===== src/rtl/spi_word_packer.sv =====
// Packs LSB-first SPI bytes into 24-bit words and tracks downstream FIFO occupancy.
// Define PACKER_CHECKSUM_EN to append and verify a fourth checksum byte per word.
module spi_word_packer #(
   parameter int FIFO_DEPTH = 16
) (
   input  logic        clk_12mhz,
   input  logic        rst_sync,
   input  logic        byte_wr,
   input  logic [7:0]  byte_data,
   input  logic        xfer_done,
   input  logic        word_pop,
   input  logic        clear,
   output logic [23:0] word_out,
   output logic        word_wr,
   output logic [7:0]  fifo_level,
   output logic        overflow,
   output logic        partial_err,
   output logic        chk_err
);

   typedef enum logic [2:0] {
      B0,
      B1,
      B2,
`ifdef PACKER_CHECKSUM_EN
      B3,
`endif
      PUSH
   } state_t;

   localparam logic [7:0] DEPTH = 8'(FIFO_DEPTH);

   state_t      state;
   logic [7:0]  byte0, byte1;
   logic [7:0]  level_next;
   logic        full_next;
   logic        push_req;
   logic [23:0] push_word;
`ifdef PACKER_CHECKSUM_EN
   logic [7:0]  byte2;
   logic        chk_fail;
   logic        chk_err_q;
`endif

   // Level as it will read during the next cycle, so a word entering PUSH sees the right fullness.
   always_comb begin
      level_next = fifo_level;
      if (word_wr && !word_pop)
         level_next = fifo_level + 8'd1;
      else if (word_pop && !word_wr && fifo_level != 8'd0)
         level_next = fifo_level - 8'd1;
   end

   assign full_next = (level_next == DEPTH);

`ifdef PACKER_CHECKSUM_EN
   assign push_word = {byte2, byte1, byte0};
   assign push_req  = (state == B3) && byte_wr && (byte_data == (byte0 ^ byte1 ^ byte2 ^ 8'hA5));
   assign chk_fail  = (state == B3) && byte_wr && !push_req;
   assign chk_err   = chk_err_q;
`else
   assign push_word = {byte_data, byte1, byte0};
   assign push_req  = (state == B2) && byte_wr;
   assign chk_err   = 1'b0;
`endif

   // NOTE: payload bytes carry no reset; the FSM never forwards them until all have been rewritten.
   always_ff @(posedge clk_12mhz) begin
      if (byte_wr && (state == B0 || state == PUSH)) byte0 <= byte_data;
      if (byte_wr && state == B1)                    byte1 <= byte_data;
`ifdef PACKER_CHECKSUM_EN
      if (byte_wr && state == B2)                    byte2 <= byte_data;
`endif
   end

   // NOTE: every control register uses non-blocking assignment so all updates see pre-edge values.
   always_ff @(posedge clk_12mhz or posedge rst_sync) begin
      if (rst_sync) begin
         state       <= B0;
         word_out    <= '0;
         word_wr     <= 1'b0;
         fifo_level  <= '0;
         overflow    <= 1'b0;
         partial_err <= 1'b0;
`ifdef PACKER_CHECKSUM_EN
         chk_err_q   <= 1'b0;
`endif
      end else if (clear) begin
         state       <= B0;
         word_wr     <= 1'b0;
         fifo_level  <= '0;
         overflow    <= 1'b0;
         partial_err <= 1'b0;
`ifdef PACKER_CHECKSUM_EN
         chk_err_q   <= 1'b0;
`endif
      end else begin
         fifo_level <= level_next;
         word_wr    <= 1'b0;
         if (push_req) begin
            state <= PUSH;
            if (full_next) begin
               overflow <= 1'b1;
            end else begin
               word_wr  <= 1'b1;
               word_out <= push_word;
            end
         end else begin
            case (state)
               B0, PUSH: begin
                  // A byte here always opens a new word; a coincident xfer_done orphans it.
                  if (byte_wr && xfer_done) begin
                     partial_err <= 1'b1;
                     state       <= B0;
                  end else if (byte_wr) begin
                     state <= B1;
                  end else begin
                     state <= B0;
                  end
               end
               B1: begin
                  if (xfer_done) begin
                     partial_err <= 1'b1;
                     state       <= B0;
                  end else if (byte_wr) begin
                     state <= B2;
                  end
               end
               B2: begin
                  if (xfer_done) begin
                     partial_err <= 1'b1;
                     state       <= B0;
                  end
`ifdef PACKER_CHECKSUM_EN
                  else if (byte_wr) begin
                     state <= B3;
                  end
`endif
               end
`ifdef PACKER_CHECKSUM_EN
               B3: begin
                  if (chk_fail) begin
                     chk_err_q <= 1'b1;
                     state     <= B0;
                  end else if (xfer_done) begin
                     partial_err <= 1'b1;
                     state       <= B0;
                  end
               end
`endif
               default: state <= B0;
            endcase
         end
      end
   end

endmodule


===== config.mk =====
export PLATFORM = sky130hd
export DESIGN_NAME = spi_word_packer
export DESIGN_NICKNAME = d
export VERILOG_FILES = /design/src/rtl/spi_word_packer.sv
export SDC_FILE = /design/constraint.sdc
export NUM_CORES = 1
export LEC_CHECK = 0
export BUFFER_PORTS_ARGS = -buffer_cell sky130_fd_sc_hd__buf_2
export CORE_UTILIZATION = 35
export CTS_CLUSTER_DIAMETER = 60
export CTS_CLUSTER_SIZE = 25
export DETAILED_ROUTE_END_ITERATION = 8
export HOLD_SLACK_MARGIN = 0.12
export SYNTH_ARGS = -nofsm -noshare
export SYNTH_HDL_FRONTEND = slang
export SYNTH_SLANG_ARGS = --single-unit

===== constraint.sdc =====
create_clock -name clk_12mhz -period 3.3 [get_ports clk_12mhz]
set_clock_uncertainty 0.1 [all_clocks]
set_input_delay 0.33 -clock clk_12mhz [delete_from_list [all_inputs] [get_ports clk_12mhz]]
set_output_delay 0.33 -clock clk_12mhz [all_outputs]
set_load 0.005 [all_outputs]

Word-level counts from Yosys, hierarchy flattened
Index checks and enable logic that the tools add are counted.
{ "op_classes": {"addsub": 2, "n_eq_ne": 9, "muxes": 22, "n_bitwise": 2, "reduce_logical": 21} }
{ "ops": {"columns": ["cell", "count"], "rows": [
  ["$mux W8", 3],
  ["$mux W3", 5],
  ["$mux W1", 12],
  ["$pmux W3 S3", 1],
  ["$add A8 B1 Y8 const B", 1],
  ["$eq A8 B5 Y1 const B", 1],
  ["$reduce_bool A8 Y1", 1],
  ["$sub A8 B1 Y8 const B", 1],
  ["$logic_and A1 B1 Y1", 7],
  ["$eq A3 B2 Y1 const B", 2],
  ["$ne A5 B5 Y1 const B", 1],
  ["$ne A4 B4 Y1 const B", 1],
  ["$reduce_and A2 Y1", 2],
  ["$reduce_and A4 Y1", 1],
  ["$reduce_bool A2 Y1", 2],
  ["$reduce_or A2 Y1", 2],
  ["$eq A3 B1 Y1 const B", 1],
  ["$logic_not A3 Y1", 1],
  ["$ne A3 B1 Y1 const B", 1],
  ["$ne A3 B3 Y1 const B", 1],
  ["$reduce_and A3 Y1", 1],
  ["$reduce_bool A3 Y1", 1],
  ["$logic_not A1 Y1", 2],
  ["$ne A2 B2 Y1 const B", 1],
  ["other kinds (3)", 4]
]} }
{ "totals": {"ff_bits": 54, "out_inout_bits": 36, "elab_cells": 64} }

Longest topological paths before layout
Gate-level depths: netlist of run 1.
{ "depth": {"word_depth": 9, "mapped_depth": 9, "depth_no_buf": 8} }

Least setup slack after synthesis of run 1
OpenSTA, ideal clock, no wires.
{ "synth_path": {"path_type": "flip-flop to flip-flop", "from": "register fifo_level[0]", "to": "register word_out[10]", "setup_ns": 0.125, "arrival_ns": 2.517, "required_time_ns": 3.075, "path_slack_ns": 0.558, "stages_incl_launch_ff": 10, "cell_sequence": "dfrtp_1 -> inv_1 -> ha_1 -> nor3b_1 -> nor4b_1 -> a311oi_2 -> o31ai_2 -> o31ai_4 -> buf_6 -> mux2_4"} }
{ "synth_between": {"elab_chain_len": 7, "word_cells_on_any_way": 9, "classes_between": "add/sub (2); eq/ne (1); mux (2); bitwise (1); reduce/logical (3)"} }
{ "synth_rtl": {"columns": ["item", "line", "source"], "rows": [
  ["from (decl)", "15", "output logic [7:0] fifo_level,"],
  ["from (signal assigned)", "98", "fifo_level <= level_next;"],
  ["parallel branches: the longest is 3 deep, another holds $sub A8 B1 Y8", null, null],
  ["$mux W8 *", "48", "if (word_wr && !word_pop)"],
  ["$eq A8 B5 Y1 *", "54", "assign full_next = (level_next == DEPTH);"],
  ["$not A1 Y1 (no line) *", null, null],
  ["$reduce_and A3 Y1 (no line) *", null, null],
  ["to (signal assigned)", "106", "word_out <= push_word;"],
  ["to (decl)", "13", "output logic [23:0] word_out,"]
]} }
Every way passes the cells marked *.
A chain may end at the register's enable or synchronous reset.

Final worst setup path of run 1
{ "layout_path": {"from": "register fifo_level[0]", "to": "register word_out[19]"} }
Same word-level chain as after synthesis.

==> results of run 1 <==
## per-stage QoR
step / utilization [%] / worst slack [ns] / hold WS (ns) / power (mW) / instance area [µm²]
floorplan: - / 0.5582 / 0.2956 / 1.325 / 2464
global placement: 41.05 / 0.4703 / 0.3347 / 1.498 / 2789
detailed placement: 41.05 / 0.4159 / 0.3440 / 1.494 / 2789
CTS: 43.41 / 0.3982 / 0.1213 / 1.867 / 2949
global route: 43.41 / 0.1628 / 0.1209 / 1.970 / 2949
finish: 43.41 / 0.3909 / 0.1281 / 1.850 / 2949
## layout by cell type, fill, tap and decap left out, drive strengths merged, types with 2 or more instances in the layout
cell type     n
a21boi        2
inv          11
nand4b        2
mux2i         5
a221oi        3
nand2b        2
mux2         24
ha            5
o21ai         4
nand4         2
nor4b         2
nor3          3
a21oi         5
o31ai         3
edfxtp       16
and3b         2
dfrtp        37
clkbuf        5
nand2         6
nor2b         3
nor4          2
nand3         3
nor2          9
dlygate4sd3   7
and2          2
buf          50
## synthesized netlist by cell type (3+ instances only)
library cell and n:
nor2b_1 3, edfxtp_1 16, a21oi_1 5, mux2i_1 5, nand2_1 6, nand3_1 3, nor2_1 9, nor3_1 3
ha_1 5, mux2_4 10, inv_1 10, mux2_2 5, mux2_1 9, buf_6 3, dfrtp_1 37, o21ai_0 4
## cells by family (layout without fill, tap and decap cells)
| family | Yosys count | after routing | synth area share [%] |
|---|---|---|---|
| other | 1 | 1 | 0.1522 |
| and+or+nand+nor | 47 | 47 | 12.75 |
| DFF | 53 | 53 | 57.08 |
| muxes | 29 | 29 | 14.53 |
| AOI/OAI and AO/OA | 24 | 24 | 8.177 |
| buffers and inverters | 18 | 75 | 4.063 |
| xor gates and xnor gates | 2 | 2 | 0.7112 |
| adders and majority gates | 5 | 5 | 2.539 |
## sequential cells by signal, summed over array words and instances (netlist names)
name and cells:
fifo_level 8, word_out 24, partial_err 1, word_wr 1
state 2, byte1 8, byte0 8, overflow 1
## routing by layer
layer	wire length, µm	global-route usage (%)
met1	2094	18.34
met2	2074	19.34
met3	219	3.850
met4	69	4.545
met5	0	0
## path summary, 6_finish.rpt
check | start | end | slack [ns] | cells past startpoint
max reg2reg | fifo_level[0] | word_out[19] | 0.39 | 9
min in group asynchronous | rst_sync | word_out[7] | 0.56 | 4
min | byte_data[0] | byte0[0] | 0.13 | 1
max | fifo_level[0] | word_out[19] | 0.39 | 9
min reg2reg | byte0[1] | word_out[1] | 0.36 | 1
max in group asynchronous | rst_sync | fifo_level[7] | 2.21 | 4
## worst max-delay path, cell delays in order, from the launching register on
cell	delay (ns)
dfrtp_1	0.50
inv_1	0.16
ha_1	0.18
nor3b_1	0.38
a21boi_1	0.17
o31ai_2	0.24
nand4_1	0.21
o31ai_4	0.26
buf_12	0.23
mux2_2	0.35
## power by group through the flow
stage          combinational, mW  clock (mW)  sequential [mW]
2_1_floorplan              0.466           0            0.859
3_3_place_gp               0.605           0            0.893
3_5_place_dp               0.602           0            0.892
4_1_cts                    0.611       0.377            0.879
5_1_grt                    0.671       0.401            0.898
6_report                   0.607       0.363            0.881
## final cells by class
class,instances,area share [%]
inverters,10,1.273
multi-input cells,108,32.46
flip-flops and latches,53,47.69
clock buffers,5,2.333
well taps,96,4.073
clock inverters,3,0.7213
repair buffers,57,11.46
==> results.tsv, run 1 <==
metric	value	unit
first_pass_iters	4	
cts_sinks	53	
ys.warnings.count	0	
ys_top_cells_by_area	dfrtp_1 38%, edfxtp_1 20%, mux2_4 6.1%	
drc	0	
fill_cells	659	
syn_to_final_growth	19.71	%
grt.total_usage	13.08	%
grt_first_pass_wirelength	7493	µm
antenna_found_initial	0	
ctsLongestPathBuffers	2	
start_util	36.26	%
cts_setup_buffers	0	
maxCapViolations	0	
routedWlPerCell	13.43	µm
synth_fp_nets	198	
ys_seq_area_share	57.08	%
antenna_cells	0	
powerDensity	627.4	nW/µm²
io_pins	50	
synth_top_area_share	37.58	%
dieWidth	85.90	µm
syn-instance-count	179	
power.share.clock	19.6	%
drv_slew	0	
switchingPower	0.6451	mW
core_area	6794	µm²
dp_hpwl	3151	µm
stdcell_count	332	
cts_resized	0	
vdd_drop_max	189.9	µV
path_clk_slew	0.10	ns
final_antenna_net_count	0	
synth_seq_cells	53	
p_comb_share	32.8	%
setup.worst_path.class	flip-flop to flip-flop	
multi_input_comb_area	957.2	µm²
yosysTopAreaCell	dfrtp_1	
final_hold_viol_count	0	
die_h	85.90	µm
seqPwrFrac	47.6	%
arrival	3.00	ns
required	3.40	ns
leakagePower	1.441	nW
grt_overflow	0	
syn_area_per_cell	13.76	µm²
drive_gt1_share	34.32	%
p_int	1.205	mW
synth_cell_type_count	52	
avgViaCountPerCell	4.705	
async_flop_share	69.81	%
rows	30	
rsz0062_at_grt	false	
io_buffers	48	
synth_edf_count	16	
outcome	complete, no violations	
cts_max_level	2	
seq_area	1406	µm²
ctsHoldBuffers	7	
syn-cell-area	2464	µm²
switching_share	34.87	%
place_inst	317	
root_buffer	clkbuf_8	
vias	1562	
first_iter_violations	146	
synth-main-ff-cell	dfrtp_1	
critPathCaptureType	flip-flop	
die_area	7379	µm²
hp-class	input port to flip-flop	
grt_max_degree	38	
wl	4458	µm
clock_latency	0.30	ns
setup_viol	0	
fin_setup_tns	0	ns
min_period	2.909	ns
grt_pass1_vias	1518	
post-route-period-util	88.16	%
gp_congestion	0.7984	
critPathLaunchType	flip-flop	
fmax	0.3437	GHz
numCtsBuffers	5	
cts_tree	yes	
critPathMaxFanout	25	
finalNetCount	254	
No activity file was read; power rests on OpenSTA's default activity.
==> run 2: changes to the inputs <==
- clock period: 3.3 -> 2.6 ns (I/O delays scaled with it)
==> run 2 against run 1 <==
  * The flow now finishes with violations (negative setup slack)
  * Sequential power increased by 24%
  * Non-clock buffer count increased by 22
  * Cell area increased by 11%
  * Sequential share of layout area decreased by 4.8 points
  * Via count increased by 7.7%
  * Flip-flop and latch count unchanged
  * Setup slack got worse by 0.47 ns
==> results.tsv, run 2 (synthesis results as in run 1) <==
metric	value	unit	change
min_period	2.675	ns	was 2.909 ns
fin_hold_ws	0.1415	ns	was 0.1281 ns
path_clk_slew	0.09	ns	was 0.10 ns
rows	30		unchanged
core_area	6794	µm²	unchanged
die_h	85.90	µm	unchanged
cts_tree	yes		unchanged
post-route-period-util	102.9	%	was 88.16%
clock_latency	0.31	ns	was 0.30 ns
vias	1682		was 1562
cts_sinks	53		unchanged
critPathMaxFanout	6		was 25
switchingPower	0.9275	mW	was 0.6451 mW
dp_hpwl	3218	µm	was 3151 µm
first_iter_violations	98		was 146
finalNetCount	276		was 254
final_antenna_net_count	0		unchanged
arrival	2.77	ns	was 3.00 ns
gp_congestion	0.8374		was 0.7984
io_pins	50		unchanged
die_area	7379	µm²	unchanged
worst_pin_slew	0.4924	ns	
leakagePower	1.617	nW	was 1.441 nW
layout_setup_ws	-0.07525	ns	was 0.3909 ns
dieWidth	85.90	µm	unchanged
syn_to_final_growth	33.47	%	was 19.71%
grt_pass1_vias	1482		was 1518
first_pass_iters	4		unchanged
required	2.70	ns	was 3.40 ns
switching_share	34.65	%	was 34.87%
numCtsBuffers	5		unchanged
place_inst	326		was 317
rr_worst_depth	9		unchanged
slew_headroom	66.87	%	
routedWlPerCell	14.47	µm	was 13.43 µm
grt_first_pass_wirelength	7507	µm	was 7493 µm
largest_reg_flops	24		unchanged
violations	negative setup slack		
rsz0062_at_grt	true		was false
ctsLongestPathBuffers	2		unchanged
drv_slew	0		unchanged
final_cell_mix	48 x buf_2, 33 x dfrtp_1, 24 x mux2_4, 16 x edfxtp_1, 15 x buf_4		was 48 x buf_2, 37 x dfrtp_1, 16 x edfxtp_1, 10 x inv_1, 10 x mux2_4
maxCapViolations	0		unchanged
grt_overflow	0		unchanged
slowest_stage	dfrtp_2		was dfrtp_1
p_int	1.749	mW	was 1.205 mW
seqPwrFrac	40.8	%	was 47.6%
worstHoldPathCells	3		was 1
critPathCaptureType	flip-flop		unchanged
setup.worst_path.class	flip-flop to flip-flop		unchanged
worstPathCellList	buf_6 -> nor4b_4 -> a221oi_2 -> a311oi_2 -> o31ai_4 -> o31ai_4 -> buf_6 -> clkbuf_16 -> mux2_4		was inv_1 -> ha_1 -> nor3b_1 -> a21boi_1 -> o31ai_2 -> nand4_1 -> o31ai_4 -> buf_12 -> mux2_2
drc	0		unchanged
vdd_drop_max	329.4	µV	was 189.9 µV
grt_max_degree	38		unchanged
final_hold_viol_count	0		unchanged
top_register	word_out		unchanged
powerDensity	814.1	nW/µm²	was 627.4 nW/µm²
rrSetupSlack	-0.08	ns	was 0.39 ns
avgViaCountPerCell	4.751		was 4.705
power.share.clock	17.0	%	was 19.6%
stdcell_count	354		was 332
outcome	finished, violations left		was complete, no violations
antenna_cells	0		unchanged
fmax	0.3738	GHz	was 0.3437 GHz
drive_gt1_share	47.67	%	was 34.32%
cts_max_level	2		unchanged
wl	5124	µm	was 4458 µm
grt.total_usage	13.28	%	was 13.08%
final_common_cell	buf_2		unchanged
critPathLaunchType	flip-flop		unchanged
hp-class	input port to flip-flop		unchanged
root_buffer	clkbuf_8		unchanged
cpPeakStageDelay	0.45	ns	was 0.50 ns
antenna_found_initial	0		unchanged
p_comb_share	42.2	%	was 32.8%
setup_viol	24		was 0
fill_cells	624		was 659
io_buffers	48		unchanged
start_util	36.26	%	unchanged
-- run 2: cell count changes in the layout (fill, tap and decap cells not counted), moves of 2 or more --
cell,previous run,this run
buf_4,1,15
ha_1,5,3
dlygate4sd3_1,7,9
dfrtp_1,37,33
inv_1,10,8
dfrtp_2,0,4
mux2_1,9,0
buf_6,0,3
mux2_4,10,24
clkbuf_16,0,2
inv_4,0,2
mux2_2,5,0
-- run 2: per-layer routing --
metal | part of all wire (%) | GRT usage, %
met5 | 0 | 0
met4 | 1.5 | 5.000
met3 | 3.5 | 3.369
met2 | 48 | 20.42
met1 | 47 | 18.10
-- run 2: what timing repair did --
item	in CTS	in global routing
cloned	0	3
setup buffers	0	8
hold buffers	9	0
pin swaps	2	12
endpoints found under the setup margin	14	24
endpoints found under the hold margin	60	0
resized for setup	2	30
-- run 2: worst max-delay path: cells and delay by family (launching register included) --
family	cells	cell delay, ns
AO/OA/AOI/OAI	4	0.91
buffers and inverters	3	0.46
flip-flops	1	0.45
AND/OR/NAND/NOR	1	0.35
multiplexers	1	0.29
-- run 2: area by class of cell --
class / count / area, µm² / area share, %
tap: 96 / 120.1 / 3.653
clock inverter: 2 / 15.01 / 0.4566
clock buffer: 6 / 72.57 / 2.207
sequential: 53 / 1411 / 42.92
multi-input combinational: 108 / 1065 / 32.38
timing repair buffer: 79 / 561.8 / 17.09
inverter: 10 / 42.54 / 1.294
-- run 2: power groups by stage --
stage	clock network [mW]	registers, mW	logic (mW)
finish	0.456	1.09	1.13
global route	0.500	1.11	1.23
CTS	0.475	1.08	0.948
detailed placement	0	1.09	0.910
global placement	0	1.09	0.908
floorplan	0	1.10	0.603
-- run 2: worst paths after layout --
path,start,endpoint
hold reg to reg,byte1[2],word_out[10]
setup / recovery,fifo_level[1],word_out[1]
setup reg to reg,fifo_level[1],word_out[1]
hold / removal,xfer_done,partial_err
max in group asynchronous,rst_sync,fifo_level[0]
min in group asynchronous,rst_sync,word_out[7]
-- run 2: per-stage QoR --
stage          utilization, %  power (mW)  area, µm²  setup WS, ns  setup TNS [ns]
2_1_floorplan               -       1.699       2475      0.009858               0
3_3_place_gp            42.21       1.999       2868      -0.02325         -0.1292
3_5_place_dp            42.21       2.003       2868      -0.02248        -0.08753
4_1_cts                 44.97       2.502       3055      0.002157               0
5_1_grt                 48.40       2.842       3288       -0.1451          -3.099
6_report                48.40       2.677       3288      -0.07525          -1.409
